[src/rtl/regfile_write_arbiter_if.sv]
// -----------------------------------------------------------------------------
// regfile_write_arbiter_if
//   Bundles the two writeback request channels (A: ALU, B: load unit) and the
//   register-file write port owned by regfile_write_arbiter.
//
//   Signals
//     a_valid/a_rd/a_data  requester A request (driven by requester)
//     a_ready              requester A accepted this cycle (driven by arbiter)
//     b_valid/b_rd/b_data  requester B request (driven by requester)
//     b_ready              requester B accepted this cycle (driven by arbiter)
//     init_done            clear pass finished, arbitration active
//     wr_en/wr_addr/wr_data registered register-file write port
//
//   Modports
//     master : requester / register-file side (drives requests, sees results)
//     slave  : arbiter side
// -----------------------------------------------------------------------------
interface regfile_write_arbiter_if #(
    parameter int DATA_W = 64,
    parameter int ADDR_W = 5
);
    logic              a_valid;
    logic [ADDR_W-1:0] a_rd;
    logic [DATA_W-1:0] a_data;
    logic              a_ready;

    logic              b_valid;
    logic [ADDR_W-1:0] b_rd;
    logic [DATA_W-1:0] b_data;
    logic              b_ready;

    logic              init_done;
    logic              wr_en;
    logic [ADDR_W-1:0] wr_addr;
    logic [DATA_W-1:0] wr_data;

    modport master (
        output a_valid, a_rd, a_data,
        output b_valid, b_rd, b_data,
        input  a_ready, b_ready,
        input  init_done, wr_en, wr_addr, wr_data
    );

    modport slave (
        input  a_valid, a_rd, a_data,
        input  b_valid, b_rd, b_data,
        output a_ready, b_ready,
        output init_done, wr_en, wr_addr, wr_data
    );
endinterface

[src/rtl/regfile_write_arbiter.sv]
// -----------------------------------------------------------------------------
// regfile_write_arbiter
//   Owns the single write port of the register file. After reset it walks
//   every register index once writing zero (INIT), then shares the port
//   between requester A (ALU) and requester B (load unit) with round-robin
//   arbitration over valid/ready handshakes (RUN). One registered write per
//   cycle appears on wr_en/wr_addr/wr_data, one cycle after acceptance.
//
//   Ports
//     i_clk    in  rising-edge clock
//     i_reset  in  asynchronous, active-high reset
//     bus      slave modport of regfile_write_arbiter_if
//                (request channels A/B, init_done, write port)
//
//   Parameters
//     DATA_W   write data width
//     ADDR_W   register index width
//     NUM_REGS registers cleared during INIT (<= 2**ADDR_W)
// -----------------------------------------------------------------------------
module regfile_write_arbiter #(
    parameter int DATA_W   = 64,
    parameter int ADDR_W   = 5,
    parameter int NUM_REGS = 32
) (
    input  logic                    i_clk,
    input  logic                    i_reset,
    regfile_write_arbiter_if.slave  bus
);

    typedef enum logic [0:0] {
        ST_INIT = 1'b0,
        ST_RUN  = 1'b1
    } state_t;

    localparam logic [ADDR_W-1:0] LAST_IDX  = ADDR_W'(NUM_REGS - 1);
    localparam logic [ADDR_W-1:0] ZERO_ADDR = {ADDR_W{1'b0}};
    localparam logic [ADDR_W-1:0] ONE_ADDR  = {{(ADDR_W-1){1'b0}}, 1'b1};
    localparam logic [DATA_W-1:0] ZERO_DATA = {DATA_W{1'b0}};

    // Register 0 is hardwired to zero, so a request targeting it completes
    // its handshake but must not pulse the write enable.
    function automatic logic rd_is_writable(input logic [ADDR_W-1:0] rd);
        return (rd != ZERO_ADDR);
    endfunction

    state_t            r_state;
    logic [ADDR_W-1:0] r_cnt;
    logic              r_last_grant_b;   // 1: B won most recently, 0: A did
    logic              r_init_done;
    logic              r_wr_en;
    logic [ADDR_W-1:0] r_wr_addr;
    logic [DATA_W-1:0] r_wr_data;

    logic              w_run;
    logic              w_grant_a;
    logic              w_grant_b;
    logic              w_xfer_a;
    logic              w_xfer_b;

    // Round-robin grant: a lone requester always wins; on a tie the side
    // that did not win last time goes first, bounding the wait to one cycle.
    always_comb begin
        w_grant_a = 1'b0;
        w_grant_b = 1'b0;
        if (bus.a_valid && bus.b_valid) begin
            if (r_last_grant_b) begin
                w_grant_a = 1'b1;
            end else begin
                w_grant_b = 1'b1;
            end
        end else if (bus.a_valid) begin
            w_grant_a = 1'b1;
        end else if (bus.b_valid) begin
            w_grant_b = 1'b1;
        end else begin
            w_grant_a = 1'b0;
            w_grant_b = 1'b0;
        end
    end

    // Readies are only offered once the clear pass has finished.
    always_comb begin
        w_run    = (r_state == ST_RUN);
        w_xfer_a = 1'b0;
        w_xfer_b = 1'b0;
        if (w_run) begin
            w_xfer_a = bus.a_valid & w_grant_a;
            w_xfer_b = bus.b_valid & w_grant_b;
        end else begin
            w_xfer_a = 1'b0;
            w_xfer_b = 1'b0;
        end
    end

    assign bus.a_ready   = w_run & w_grant_a;
    assign bus.b_ready   = w_run & w_grant_b;
    assign bus.init_done = r_init_done;
    assign bus.wr_en     = r_wr_en;
    assign bus.wr_addr   = r_wr_addr;
    assign bus.wr_data   = r_wr_data;

    // Sequencer: INIT clear pass, then registered capture of granted writes.
    always_ff @(posedge i_clk or posedge i_reset) begin
        if (i_reset) begin
            r_state        <= ST_INIT;
            r_cnt          <= ZERO_ADDR;
            r_last_grant_b <= 1'b1;
            r_init_done    <= 1'b0;
            r_wr_en        <= 1'b0;
            r_wr_addr      <= ZERO_ADDR;
            r_wr_data      <= ZERO_DATA;
        end else begin
            case (r_state)
                ST_INIT: begin
                    r_wr_en   <= 1'b1;
                    r_wr_addr <= r_cnt;
                    r_wr_data <= ZERO_DATA;
                    // The counter stops at the last index; it is never reused
                    // in RUN, so it simply stays saturated there.
                    if (r_cnt == LAST_IDX) begin
                        r_state     <= ST_RUN;
                        r_init_done <= 1'b1;
                    end else begin
                        r_cnt <= r_cnt + ONE_ADDR;
                    end
                end
                ST_RUN: begin
                    if (w_xfer_a) begin
                        r_wr_en        <= rd_is_writable(bus.a_rd);
                        r_wr_addr      <= bus.a_rd;
                        r_wr_data      <= bus.a_data;
                        r_last_grant_b <= 1'b0;
                    end else if (w_xfer_b) begin
                        r_wr_en        <= rd_is_writable(bus.b_rd);
                        r_wr_addr      <= bus.b_rd;
                        r_wr_data      <= bus.b_data;
                        r_last_grant_b <= 1'b1;
                    end else begin
                        // Idle cycle: address/data hold, only the enable drops.
                        r_wr_en <= 1'b0;
                    end
                end
                default: begin
                    // Unreachable encoding: fall back to a fresh clear pass.
                    r_state        <= ST_INIT;
                    r_cnt          <= ZERO_ADDR;
                    r_last_grant_b <= 1'b1;
                    r_init_done    <= 1'b0;
                    r_wr_en        <= 1'b0;
                    r_wr_addr      <= ZERO_ADDR;
                    r_wr_data      <= ZERO_DATA;
                end
            endcase
        end
    end

endmodule

[src/flat_wrapper.sv]
// flat-port wrapper written by rule: the top's interface ports become plain ports
module regfile_write_arbiter_flat 
#(
    parameter int DATA_W   = 64,
    parameter int ADDR_W   = 5,
    parameter int NUM_REGS = 32
)
  (i_clk, i_reset, bus_a_valid, bus_a_rd, bus_a_data, bus_b_valid, bus_b_rd, bus_b_data, bus_a_ready, bus_b_ready, bus_init_done, bus_wr_en, bus_wr_addr, bus_wr_data);
  regfile_write_arbiter_if #(.DATA_W(DATA_W), .ADDR_W(ADDR_W)) bus_i ();
  input  logic i_clk;
  input  logic i_reset;
  input wire logic [$bits(bus_i.a_valid)-1:0] bus_a_valid;
  input wire logic [$bits(bus_i.a_rd)-1:0] bus_a_rd;
  input wire logic [$bits(bus_i.a_data)-1:0] bus_a_data;
  input wire logic [$bits(bus_i.b_valid)-1:0] bus_b_valid;
  input wire logic [$bits(bus_i.b_rd)-1:0] bus_b_rd;
  input wire logic [$bits(bus_i.b_data)-1:0] bus_b_data;
  output wire logic [$bits(bus_i.a_ready)-1:0] bus_a_ready;
  output wire logic [$bits(bus_i.b_ready)-1:0] bus_b_ready;
  output wire logic [$bits(bus_i.init_done)-1:0] bus_init_done;
  output wire logic [$bits(bus_i.wr_en)-1:0] bus_wr_en;
  output wire logic [$bits(bus_i.wr_addr)-1:0] bus_wr_addr;
  output wire logic [$bits(bus_i.wr_data)-1:0] bus_wr_data;
  assign bus_i.a_valid = bus_a_valid;
  assign bus_i.a_rd = bus_a_rd;
  assign bus_i.a_data = bus_a_data;
  assign bus_i.b_valid = bus_b_valid;
  assign bus_i.b_rd = bus_b_rd;
  assign bus_i.b_data = bus_b_data;
  assign bus_a_ready = bus_i.a_ready;
  assign bus_b_ready = bus_i.b_ready;
  assign bus_init_done = bus_i.init_done;
  assign bus_wr_en = bus_i.wr_en;
  assign bus_wr_addr = bus_i.wr_addr;
  assign bus_wr_data = bus_i.wr_data;
  regfile_write_arbiter #(.DATA_W(DATA_W), .ADDR_W(ADDR_W), .NUM_REGS(NUM_REGS)) u_core (.i_clk(i_clk), .i_reset(i_reset), .bus(bus_i));
endmodule
[config.mk]
export PLATFORM = sky130hd
export DESIGN_NAME = regfile_write_arbiter_flat
export DESIGN_NICKNAME = d
export VERILOG_FILES = /design/src/rtl/regfile_write_arbiter_if.sv /design/src/rtl/regfile_write_arbiter.sv /design/src/flat_wrapper.sv
export SDC_FILE = /design/constraint.sdc
export NUM_CORES = 1
export LEC_CHECK = 0
export ABC_AREA = 1
export CAP_MARGIN = 40
export CORE_MARGIN = 1.5
export CORE_UTILIZATION = 42
export DETAILED_ROUTE_END_ITERATION = 10
export GPL_TIMING_DRIVEN = 0
export PLACE_DENSITY = 0.82
export SETUP_SLACK_MARGIN = 0.15
export SYNTH_ARGS = -nofsm -noshare
export SYNTH_HDL_FRONTEND = slang
export SYNTH_SLANG_ARGS = --single-unit
[constraint.sdc]
create_clock -name i_clk -period 3.1 [get_ports i_clk]
set_input_delay 0.465 -clock i_clk [delete_from_list [all_inputs] [get_ports i_clk]]
set_output_delay 0.465 -clock i_clk [all_outputs]
set_load 0.005 [all_outputs]
==> summary.md <==
| Metric | Value |
|---|---|
| Crit path DAT | 2330 ps |
| GRT overflow | 0 |
| CP startpoint kind | primary input |
| Initial DRC Count | 331 |
| Synth-to-Final Area Change | 56.9% |
| DP HPWL | 10.6 mm |
| Core box area | 10400 µm² |
| First-pass GRT wire length | 22.5 mm |
| Die Y | 107 µm |
| CTS H-tree lvls | 3 |
| CP max FO | 10 |
| Vias | 4908 |
| Area of the multi-input gates | 1760 µm² |
| Die area | 11400 µm² |
| Outcome | completed |
| Layout cell share with drive strength beyond 1 | 6.13% |
| Max VDD drop | 0.000289 V |
| CTS-repair resized insts | 0 |
| Worst setup EP type | output port |
| Worst slew pin tran | 487 ps |
| Diode count | 0 |
| Initial antenna violation count | 0 |
| RSZ-0062 raised after global routing | false |
| Min-Delay Path Class | primary input to asynchronous set/reset pin |
| Setup WS post-layout | 307 ps |
| Clock sinks | 78 |
| Synth Cell Area | 4510 µm² |
| # IOs | 215 |
| Final setup viols | 0 |
| Number of synthesized register bits | 78 |
| Clock Tree Buf Depth | 2 |
| All-Layer GR Usage | 25.0% |
| Slew Limit Fails | 0 |
| WL final | 14.0 mm |
| Setup TNS | 0 ps |
| Endpoints failing hold | 0 |
| Clock root buffer | clkbuf_8 |
| Dpl ws | 293 ps |
| Max_cap viols | 0 |
| P per Cell Area | 405 nW/µm² |
| Fin util | 68.3% |
| # hold bufs at CTS | 0 |
| First-pass DRT Iterations | 5 |
| Largest net degree at the start of global routing | 48 |
| TritonCTS clock tree | yes |
| Syn_area_per_cell | 6.78 µm² |
| Worst path max stage delay | 520 ps |
| Postcts setup bufs | 0 |
| Minimum clock period | 2790 ps |
| Initial Util | 43.5% |
| Syn_nets | 810 |
| Clk Latency, worst-skew pair | 350 ps |
| Register area share after synthesis | 43.3% |
| Antenna viol nets, final | 0 |
| Critical path type | primary input to output port |
| Drc violations | 0 |
| Layout Skew | 9.94 ps |
| Clk pin slew, worst setup/hold paths | 80 ps |
| Yosys warning count | 0 |
| Fillers | 913 |
| Vias in the first global route | 4768 |
| Vias per inst | 4.75 |
| Die W | 107 µm |
| Clock buffers created by TritonCTS | 9 |
| Nets | 1036 |
| Critical Path RT | 2630 ps |
| Final period utilization | 90.1% |
| CP Cell Sequence | clkdlybuf4s50_1, nand2_1, inv_2, nand2_1, buf_2, inv_2, clkdlybuf4s50_1 |
| RD Place Congestion | 0.814 |
| Most frequent cells in the layout | 214 x clkdlybuf4s50_1, 207 x nand3_1, 151 x inv_1, 148 x nand2_1, 77 x dfrtp_1 |
| Leak Pwr | 3.82 nW |
| Slowest stage cell, crit path | clkdlybuf4s50_1 |
| Syn Inst Count | 666 |
| Most common cell after layout, fill and taps aside | clkdlybuf4s50_1 |
| Worst slew margin | 67.6% |
| Mean routed wirelength per cell | 13.6 µm |
| Synth unique cells | 17 |
| FF+latch area | 1950 µm² |
| Rows | 37 |
| # port buffers | 214 |
| Fmax | 358 MHz |
-- sequential cells by signal (all words and copies together), names as in the netlist --
name,cells
u_core.r_cnt,5
u_core.bus.wr_en,1
u_core.r_last_grant_b,1
u_core.r_state,1
u_core.bus.wr_addr,5
u_core.bus.init_done,1
u_core.bus.wr_data,64
-- metal layers --
| layer | vias to the layer above | routed length, µm | track usage, % | share of wire, % |
|---|---|---|---|---|
| met5 | - | 0 | 0 | 0 |
| met4 | 0 | 274 | 9.05 | 2.0 |
| met3 | 24 | 1100 | 5.71 | 7.8 |
| met2 | 190 | 6680 | 42.4 | 48 |
| met1 | 2209 | 5980 | 31.2 | 43 |
| li1 | 2485 | - | - | - |
-- final timing paths --
check                                 startpoint  cells past startpoint                      to  slack, ps
max                                  bus_a_valid                      7             bus_a_ready        310
min                                      i_reset                      2  u_core.bus.wr_data[46]        460
max reg2reg                u_core.r_last_grant_b                      6  u_core.bus.wr_data[37]       1490
min reg2reg                      u_core.r_cnt[3]                      1         u_core.r_cnt[3]        480
max in group asynchronous                i_reset                      3   u_core.bus.wr_data[1]       2060
min in group i_clk               u_core.r_cnt[3]                      1         u_core.r_cnt[3]        480
-- area by class of cell --
type                            instances  area share (%)
Clock inverter                          3           0.954
Clock buffer                           13            2.24
Buffer                                 42            2.95
Tap cell                              136            2.40
Inverter                              157            8.36
Sequential cell                        78            27.6
Multi-Input combinational cell        389            24.9
Timing Repair Buffer                  215            30.6
-- power by group --
part / total [mW] / internal, mW / switching [mW]
Combinational: 0.801 / 0.465 / 0.336
Clock: 0.876 / 0.499 / 0.377
Sequential: 1.19 / 1.13 / 0.0636
Total: 2.87 / 2.09 / 0.776
-- cell families after synthesis --
group | synth area share [%]
AOI/OAI and AO/OA | 0.721
xor gates and xnor gates | 0.388
adders and majority gates | 0.554
buffers and inverters | 17.7
DFF | 43.3
and+or+nand+nor | 37.4
-- Yosys cell counts --
cell type  number  area share, %
nand2_2         2           0.28
inv_1         152             13
o21ai_0         2           0.22
ha_1            2           0.55
buf_1           4           0.33
nand2_1       148             12
o21bai_1        1           0.17
inv_2           5           0.42
nor2_1         22            1.8
dfstp_2         1           0.58
dfrtp_1        77             43
xor2_1          2           0.39
nand3_1       207             23
buf_4           5           0.83
buf_2          26            2.9
clkbuf_1        7           0.58
a21oi_1         3           0.33
-- worst max-delay path, delay by kind of cell --
family,cells,cell delay [ps]
buffers and inverters,5,1520
and+or+nand+nor,2,340
-- through the flow --
step	total power, mW	hold slack (ps)	cells	instance area, µm²
6_report	2.87	457	1033	7080
4_1_cts	2.89	470	1033	7080
3_3_place_gp	1.99	458	1016	6830
3_5_place_dp	2.01	464	1017	6860
5_1_grt	3.02	504	1033	7080
2_1_floorplan	1.51	442	666	4510
No activity file was read; power rests on OpenSTA's default activity.
